## src/rtl/uart_pkg.sv

```systemverilog
// uart_pkg: timing constants and receiver state encoding shared by the
// UART transmitter and receiver so both ends of a link agree on baud.
package uart_pkg;

   // 115200 baud from a 50 MHz clock
   localparam int UART_BAUD_CNT = 434;
   localparam int UART_HALF_CNT = 217;

   typedef enum logic [1:0] {
      IDLE,
      START,
      DATA,
      STOP
   } rx_state_t;

endpackage

```

## src/rtl/uart_rx_sync.sv

```systemverilog
// uart_rx_sync: two-flop synchroniser for the serial line plus a history
// flop for falling-edge detection.
// Ports: clk, rst (async high) | rx (async pin) | rx_sync, fall_edge.
module uart_rx_sync (
   input  logic clk,
   input  logic rst,
   input  logic rx,
   output logic rx_sync,
   output logic fall_edge
);

   logic meta;
   logic hist;

   // Line idles high, so every stage resets to 1 to avoid a false edge.
   always_ff @(posedge clk or posedge rst) begin
      if (rst) begin
         meta    <= 1'b1;
         rx_sync <= 1'b1;
         hist    <= 1'b1;
      end else begin
         meta    <= rx;
         rx_sync <= meta;
         hist    <= rx_sync;
      end
   end

   assign fall_edge = hist & ~rx_sync;

endmodule

```

## src/rtl/uart_rx.sv

```systemverilog
// uart_rx: 8N1 UART receiver with mid-bit sampling, LSB-first assembly,
// rdy/clr_rdy handshake, framing-error and sticky overrun status.
// Ports: clk, rst (async high) | RX (serial in) | clr_rdy (ack)
//        rx_data[7:0], rdy, frame_err, overrun, busy.
module uart_rx
   import uart_pkg::*;
#(
   parameter int BAUD_CNT = UART_BAUD_CNT,
   parameter int HALF_CNT = UART_HALF_CNT
) (
   input  logic       clk,
   input  logic       rst,
   input  logic       RX,
   input  logic       clr_rdy,
   output logic [7:0] rx_data,
   output logic       rdy,
   output logic       frame_err,
   output logic       overrun,
   output logic       busy
);

   localparam int CW = $clog2(BAUD_CNT);
   localparam logic [CW-1:0] HALF_LD = CW'(HALF_CNT - 1);
   localparam logic [CW-1:0] BAUD_LD = CW'(BAUD_CNT - 1);

   rx_state_t     state;
   rx_state_t     state_nx;
   logic [CW-1:0] cnt;
   logic [3:0]    bit_cnt;
   logic [7:0]    shreg;
   logic          rx_sync;
   logic          fall_edge;
   logic          tick;
   logic          done;

   uart_rx_sync u_sync (
      .clk       (clk),
      .rst       (rst),
      .rx        (RX),
      .rx_sync   (rx_sync),
      .fall_edge (fall_edge)
   );

   // Sample strobe: counter expires while a frame is in progress.
   assign tick = (state != IDLE) && (cnt == '0);
   assign busy = (state != IDLE);

   always_ff @(posedge clk or posedge rst) begin
      if (rst) state <= IDLE;
      else     state <= state_nx;
   end

   always_comb begin
      state_nx = state;
      done     = 1'b0;
      unique case (state)
         IDLE:  if (fall_edge) state_nx = START;
         START: if (tick) state_nx = rx_sync ? IDLE : DATA;
         DATA:  if (tick && bit_cnt == 4'd7) state_nx = STOP;
         STOP:  if (tick) begin
                   state_nx = IDLE;
                   done     = 1'b1;
                end
         default: state_nx = IDLE;
      endcase
   end

   // Loaded with HALF-1 at the edge so sample 0 lands HALF clocks later;
   // reloaded with BAUD-1 after every sample.
   always_ff @(posedge clk or posedge rst) begin
      if (rst)                cnt <= '0;
      else if (state == IDLE) begin
         if (fall_edge)       cnt <= HALF_LD;
      end else if (tick)      cnt <= BAUD_LD;
      else                    cnt <= cnt - CW'(1);
   end

   always_ff @(posedge clk or posedge rst) begin
      if (rst) begin
         bit_cnt <= '0;
         shreg   <= '0;
      end else if (tick && state == START) begin
         bit_cnt <= '0;
      end else if (tick && state == DATA) begin
         shreg   <= {rx_sync, shreg[7:1]};
         bit_cnt <= bit_cnt + 4'd1;
      end
   end

   // Completion beats a simultaneous clr_rdy; overrun uses the old rdy.
   always_ff @(posedge clk or posedge rst) begin
      if (rst) begin
         rx_data   <= '0;
         rdy       <= 1'b0;
         frame_err <= 1'b0;
         overrun   <= 1'b0;
      end else if (done) begin
         rx_data   <= shreg;
         rdy       <= 1'b1;
         frame_err <= ~rx_sync;
         overrun   <= overrun | rdy;
      end else if (clr_rdy) begin
         rdy       <= 1'b0;
         frame_err <= 1'b0;
         overrun   <= 1'b0;
      end
   end

endmodule

```

## config.mk

```make
export PLATFORM = sky130hd
export DESIGN_NAME = uart_rx
export DESIGN_NICKNAME = d
export VERILOG_FILES = /design/src/rtl/uart_pkg.sv /design/src/rtl/uart_rx_sync.sv /design/src/rtl/uart_rx.sv
export SDC_FILE = /design/constraint.sdc
export NUM_CORES = 1
export LEC_CHECK = 0
export CAP_MARGIN = 5
export CORE_AREA = 2 2 60 62
export DETAILED_ROUTE_END_ITERATION = 8
export DIE_AREA = 0 0 62 64
export DONT_BUFFER_PORTS = 1
export PLACE_DENSITY = 0.66
export SYNTH_ARGS = -nofsm -noshare
export SYNTH_HDL_FRONTEND = slang
export SYNTH_SLANG_ARGS = --single-unit
```

## constraint.sdc

```tcl
create_clock -name clk -period 3.62 [get_ports clk]
set_input_delay 0 -clock clk [delete_from_list [all_inputs] [get_ports clk]]
set_output_delay 0 -clock clk [all_outputs]
set_load 0.01 [all_outputs]
```

=== Word-level counts from Yosys, hierarchy flattened ===
Index checks and enable logic that the tools add are counted.
Widths: inputs -> output; s select.

* Register bits: 37
* Input port bits: 4
* Output and inout bits: 12
* Logic and storage cells: 53

* Add/subtract/negate cells: 2
* Equal/unequal tests: 8
* Muxes and demuxes: 17
* Bitwise gates (word level): 4
* Reductions and logical operators: 11

{| class="wikitable"
|+ Operators by type and width
! kind !! number
|-
| $mux 9 || 3
|-
| $mux 2 || 5
|-
| $logic_not 9->1 || 1
|-
| $sub 9x1->9 const B || 1
|-
| $mux 4 || 2
|-
| $ne 2x2->1 const B || 4
|-
| $pmux 2 s4 || 1
|-
| $mux 1 || 6
|-
| $reduce_bool 2->1 || 3
|-
| $add 4x1->4 const B || 1
|-
| $eq 2x2->1 const B || 2
|-
| $eq 4x3->1 const B || 1
|-
| $logic_and 1x1->1 || 4
|-
| $reduce_and 4->1 || 1
|-
| $eq 2x1->1 const B || 1
|-
| $logic_not 2->1 || 1
|-
| $not 1->1 || 2
|-
| $reduce_and 2->1 || 1
|-
| $and 1x1->1 || 1
|-
| $or 1x1->1 || 1
|}

=== Logic depth before layout (Yosys ltp) ===
Gate-level depths: netlist of the first run.

* Word-level depth: 5
* Depth in mapped cells: 7
* Gate-level depth less buffers: 6

=== Cells and area by module ===
From an unflattened synthesis of the first run, not the netlist that was laid out.

* Cells, all modules: 150
* Area, all modules: 1714.1 um^2

{| class="wikitable"
|+ Modules (own cells, without submodules)
! module !! instances !! cells each !! area each (um^2) !! seq. area each (um^2)
|-
| uart_rx || 1 || 145 || 1617.8 || 850.8
|-
| uart_rx_sync || 1 || 5 || 96.3 || 78.8
|}

=== Least setup slack after synthesis of the first run ===
No wires, ideal clock.

* Path kind: reg-to-reg
* Start point: register cnt[0]
* End point: register shreg[0]
* Setup time: 0.125 ns
* Data arrival time: 1.720 ns
* Required time: 3.495 ns
* Setup slack: 1.775 ns
* Cell stages (with the launch flop): 8
* Path buffers: 1
* Clock period less this slack: 1.845 ns
* Cells stage by stage: dfrtp_1 > inv_1 > ha_1 > nor3b_4 > and3_4 > and3_1 > buf_6 > mux2_2

* Word-level cells in the longest chain between the ends: 5
* Elaborated cells between the ends (all ways): 6
* Classes of those cells: 1 x bitwise; 5 x reduce/logical

{| class="wikitable"
|+ RTL lines
! element !! RTL line !! RTL
|-
| start: declaration || uart_rx.sv:28 || <nowiki>logic [CW-1:0] cnt;</nowiki>
|-
| start signal: assignment || uart_rx.sv:75 || <nowiki>else cnt <= cnt - CW'(1);</nowiki>
|-
| $logic_not 9->1 * || uart_rx.sv:45 || <nowiki>assign tick = (state != IDLE) && (cnt == '0);</nowiki>
|-
| $logic_and 1x1->1 * || uart_rx.sv:45 ||
|-
| $logic_and 1x1->1 || uart_rx.sv:82 || <nowiki>end else if (tick && state == START) begin</nowiki>
|-
| $not 1->1 (no source line) || - ||
|-
| $reduce_and 2->1 (no source line) * || - ||
|-
| end signal: assignment || uart_rx.sv:85 || <nowiki>shreg <= {rx_sync, shreg[7:1]};</nowiki>
|-
| end: declaration || uart_rx.sv:30 || <nowiki>logic [7:0] shreg;</nowiki>
|}

Every way passes the cells marked *; elsewhere a longest branch is shown, timed or not.
A chain may end at the register's enable or synchronous reset.

=== Worst setup path in the final report of the first run ===
* Start point: register cnt[0]
* End point: register shreg[6]

The elaborated chain is that of the path after synthesis.

==> results of run 1 <==
==> state kept, by name, indices dropped and copies added (netlist names), named ones only <==
signal	count
bit_cnt	4
u_sync.meta	1
state	1
rdy	1
shreg	8
rx_data	8
cnt	9
frame_err	1
u_sync.hist	1
u_sync.rx_sync	1
overrun	1
==> critical path: cells and delay by family (launching register included) <==
kind	cells	cell delay, ns
adder cells (fa/ha/maj)	1	0.19
buffers and inverters	1	0.08
AND/OR/NAND/NOR	3	0.99
flip-flops	1	0.43
multiplexers	1	0.38
==> cell families (layout without fill, tap and decap cells) <==
kind of cell	count (synthesis)	count (layout)	share of synthesized area, %
compound gates	31	31	12.5
fa+ha+maj	2	2	1.45
buf+inv	14	21	4.43
flops	37	37	54.0
mux	17	17	12.6
simple gates	46	46	15.1
==> through the flow <==
step / hold slack [ns] / power [uW]
after floorplan: 0.00448 / 754
after global routing: 0.179 / 1150
after detailed placement: -0.0543 / 800
after global placement: -0.0739 / 789
after CTS: 0.126 / 1080
final: 0.132 / 1080
==> cell type report <==
| class | instances | area, sq um | area share (%) |
|---|---|---|---|
| Multi-Input combinational cell | 96 | 717 | 38.6 |
| Clock inverter | 2 | 35.0 | 1.89 |
| Clock buffer | 6 | 41.3 | 2.23 |
| Inverter | 8 | 30.0 | 1.62 |
| Sequential cell | 37 | 930 | 50.1 |
| Tap cell | 46 | 57.6 | 3.10 |
| Timing Repair Buffer | 5 | 45.0 | 2.43 |
==> layer usage <==
layer  global-route usage (%)  vias up
met4                     8.24        0
li1                         -      551
met5                        0        -
met2                     26.8       33
met3                     4.25        8
met1                     26.3      567
==> report_power, final <==
group          internal (uW)  switching, uW
clock                    145            135
sequential               475            100
combinational            107            117
==> final timing paths <==
path	from	to	slack, ns	cells past startpoint
worst min register to register	u_sync.meta	u_sync.rx_sync	0.37	0
worst min-delay path	rst	rx_data[2]	0.13	2
worst max-delay path	cnt[0]	shreg[6]	1.44	6
max in group asynchronous	rst	u_sync.rx_sync	2.73	3
worst max register to register	cnt[0]	shreg[6]	1.44	6
min in group clk	RX	u_sync.meta	0.20	1
==> placed cells by master, fill, tap and decap left out, types with 3 or more instances in the layout <==
| master | count |
|---|---|
| a21oi_1 | 3 |
| clkbuf_4 | 5 |
| dfrtp_1 | 34 |
| dfstp_2 | 3 |
| dlygate4sd3_1 | 3 |
| inv_1 | 7 |
| mux2_2 | 9 |
| mux2_4 | 7 |
| nand2_1 | 7 |
| nand2b_1 | 3 |
| nand3_1 | 8 |
| nand4_1 | 5 |
| nor2_1 | 11 |
| o21ai_0 | 9 |
| o311ai_0 | 3 |
| o31ai_1 | 4 |
==> flow_summary.ini, run 1 <==
[status]
status = finished clean

[synth]
synth.distinct_cells = 39
synth_ff_type = dfrtp_1
yosysWarnings = 0
seq_area_frac_synth_pct = 54.0
netlist_instances = 147
netlist_area_sq_um = 1720
postSynth.asyncResetShare_pct = 100
syn_avg_cell_area_sq_um = 11.7
ys_ff_latch = 37
synth_top_area_share_pct = 49.4
yosysMostFrequentCell = dfrtp_1
synth_area_leader_cell = dfrtp_1
synth_common_cells = dfrtp_1 (34), nor2_1 (11), mux2_2 (9), o21ai_0 (9), nand3_1 (8)
ys_top_cells_by_area = dfrtp_1 (49%), mux2_4 (6.1%), mux2_2 (5.9%)
synth_enable_flop_cells = 0
synth.net_count = 153

[flow_run]
max_cap_violations = 0

[detailed_routing]
top_layer_used = met4
wl_met2_mm = 1.44
wl_met1_mm = 1.50
ant_nets = 0
met3_wirelength_um = 121
wl_mm = 3.13
drc_errors = 0
drtPass1Iterations = 4
vias = 1159
drt-initial-drc-count = 68
wl_per_cell_um = 15.6
viasPerCell = 5.80

[floorplan]
die-height_um = 64
core_region_area_sq_um = 3280
die_x_um = 62
start_util_pct = 52.5
num_rows = 21
die_area_sq_um = 3970
ioPinCount = 16

[global_routing]
grt_pass1_wl_mm = 5.51
grt_pass1_vias = 1213
grt_max_degree = 25
antenna_found_initial = 0
grtUsageTotal_pct = 18.6
overflow = 0

[clocking]
htree_levels = 2
cts_buffer_depth = 2
path_clk_slew_ns = 0.11
ctsResizeCount = 0
holdBufCountCts = 3
clock-root-buffer = clkbuf_4
cts_inserted_buffers = 5
cts_setup_buffers = 0
cts_tree = done
cts.sinks = 37
clk_latency_ns = 0.34

[sta]
setup_ws_ns = 1.44
fin_crit_sh_pct = 60.3
hold_viol = 0
rsz0062_at_grt = no
tightest_slew_ns = 0.836
final_max_slew_viol_count = 0
clock_skew_ns = 0.00870
min_period_ns = 2.18
fin_tns_setup_ns = 0
max_freq_mhz = 458
relSlewSlack_pct = 43.8
setup_viol = 0

[worst_setup_path]
end_kind = flip-flop
cp-start-kind = flip-flop
cp.arrival_ns = 2.41
worstPathCellList = inv_1 -> ha_1 -> nor3b_4 -> and3_4 -> and3_1 -> mux2_2
crit_path_top_delay_cell = dfrtp_1
crit_type = flip-flop to flip-flop
critPathMaxStageDelay_ns = 0.43
cp_max_fo = 8
critical_path_required_ns = 3.85

[finish]
synthToLayoutAreaGrowth_pct = 7.70
nNetsFinal = 159
final_util_pct = 56.5
antenna_cells = 0
n_fill_cell = 268
fin_area_sq_um = 1860
drive_gt1_share_pct = 21.4
finalNonFillerCells = 200

[place]
place_ws_ns = 1.47
dp_cells = 189
port_buffers = 0
postPlaceCellArea_sq_um = 1750
dpl.hpwl_mm = 2.16
gp_congestion = 0.807

[hold_path]
hold_path_class = primary input to async pin

[power_and_ir_drop]
p_per_area_nw_per_um2 = 581
ir_drop_mv = 0.459
power.leakage_uw = 0.000862
Power figures use the tool's default switching activity.
==> run 2, diff against run 1 <==
- PLACE_DENSITY: 0.66 -> 0.69
- clock period: 3.62 -> 1.9 ns (I/O delays scaled with it)
==> flow_summary.ini, run 2 (same netlist as run 1, synthesis figures left out) <==
[status]
status = finished clean

[worst_setup_path]
crit_buf_inv = 1
crit_family = simple AND/OR/NAND/NOR gates
cp-start-kind = flip-flop
critical_path_required_ns = 2.11
cp.arrival_ns = 2.05
cp_max_fo = 8
crit_path_top_delay_cell = dfrtp_1
timing.critical_path.mode_cell = and3_4
end_kind = flip-flop
crit_type = flip-flop to flip-flop
critPathMaxStageDelay_ns = 0.40
worstPathCellList = inv_1 -> ha_4 -> nor3b_4 -> and3_4 -> and3_4 -> mux2_2

[finish]
synthToLayoutAreaGrowth_pct = 13.7
finalNonFillerCells = 212
nNetsFinal = 171
multi_input_area_sq_um = 747
top_regs = cnt (9), rx_data (8), shreg (8)
drive_gt1_share_pct = 28.9
final_common_cell = dfrtp_1
largest_reg_flops = 9
regArea_sq_um = 930
n_fill_cell = 263
final_cell_mix = dfrtp_1 (34), buf_4 (14), nor2_1 (11)
fin_area_sq_um = 1960
regMostFlops = cnt
antenna_cells = 0

[clocking]
cts_buffer_depth = 2
cts_inserted_buffers = 5
clock-root-buffer = clkbuf_4
cts.sinks = 37
path_clk_slew_ns = 0.11
htree_levels = 2
clk_latency_ns = 0.33
cts_tree = done

[place]
place_ws_ns = -0.0968
gp_congestion = 0.827
postPlaceCellArea_sq_um = 1820
port_buffers = 0
dpl.hpwl_mm = 2.29
dp_cells = 199

[detailed_routing]
viasPerCell = 5.75
ant_nets = 0
vias = 1218
drtPass1Iterations = 5
wl_mm = 3.32
wl_per_cell_um = 15.7
drc_errors = 0
drt-initial-drc-count = 105

[global_routing]
grt_pass1_wl_mm = 5.41
antenna_found_initial = 0
overflow = 0
grt_max_degree = 38
grtUsageTotal_pct = 18.4
grt_pass1_vias = 1174

[sta]
setup_viol = 0
tightest_slew_ns = 0.441
fin_tns_setup_ns = 0
relSlewSlack_pct = 70.6
final_max_slew_viol_count = 0
rsz0062_at_grt = no
fin_crit_sh_pct = 96.8
clock_skew_ns = 0.0136
min_period_ns = 1.84
max_freq_mhz = 544
setup_ws_ns = 0.0612
hold_viol = 0

[power_and_ir_drop]
p_per_area_nw_per_um2 = 1090
ir_drop_mv = 0.788
p_total_uw = 2130
power.leakage_uw = 0.000909

[floorplan]
core_region_area_sq_um = 3280
die_x_um = 62
die_area_sq_um = 3970
num_rows = 21
die-height_um = 64
start_util_pct = 52.5
ioPinCount = 16

[hold_path]
hold_path_class = primary input to async pin

[flow_run]
max_cap_violations = 0
run 2: per-layer routing:
layer | track usage (%) | vias to the layer above | share of wire (%)
li1 | - | 571 | -
met4 | 6.12 | 0 | 1.1
met2 | 25.3 | 37 | 46
met3 | 6.28 | 7 | 4.9
met1 | 26.9 | 603 | 48
met5 | 0 | - | 0
run 2: path summary, 6_finish.rpt:
kind / start / to / slack, ns / cells after the start
setup / recovery: cnt[0] / shreg[6] / 0.06 / 6
hold reg to reg: u_sync.meta / u_sync.rx_sync / 0.37 / 0
setup reg to reg: cnt[0] / shreg[6] / 0.06 / 6
max in group asynchronous: rst / u_sync.rx_sync / 1.35 / 3
min in group clk: RX / u_sync.meta / 0.20 / 1
hold / removal: rst / cnt[6] / 0.20 / 3
run 2: through the flow:
stage          util (%)  hold slack, ns
2_1_floorplan         -         0.00448
3_3_place_gp       55.5         0.00457
3_5_place_dp       55.5         0.00457
4_1_cts            58.6           0.192
5_1_grt            59.6           0.177
6_report           59.6           0.199
run 2: repair_timing:
| item | CTS | global route |
|---|---|---|
| endpoints found under the setup margin | 9 | 13 |
| endpoints found under the hold margin | 41 | 0 |
| pin swaps | 0 | 1 |
| hold buffers | 3 | 0 |
| setup buffers | 0 | 2 |
| gates resized for setup | 3 | 4 |
run 2: area by class of cell:
type / count / share of cell area [%]
inverters: 8 / 1.53
flip-flops and latches: 37 / 47.5
clock buffers: 8 / 3.00
repair buffers: 17 / 6.90
multi-input cells: 96 / 38.1
well taps: 46 / 2.94
run 2: where the power goes:
part           switching (uW)  total, uW  internal (uW)
clock                     246        428            183
combinational             344        669            325
sequential                126       1030            905
run 2: tightest hold or removal path, stage by stage:
cell	delay, ns
dlygate4sd3_1	0.54
inv_1	0.05
buf_4	0.39
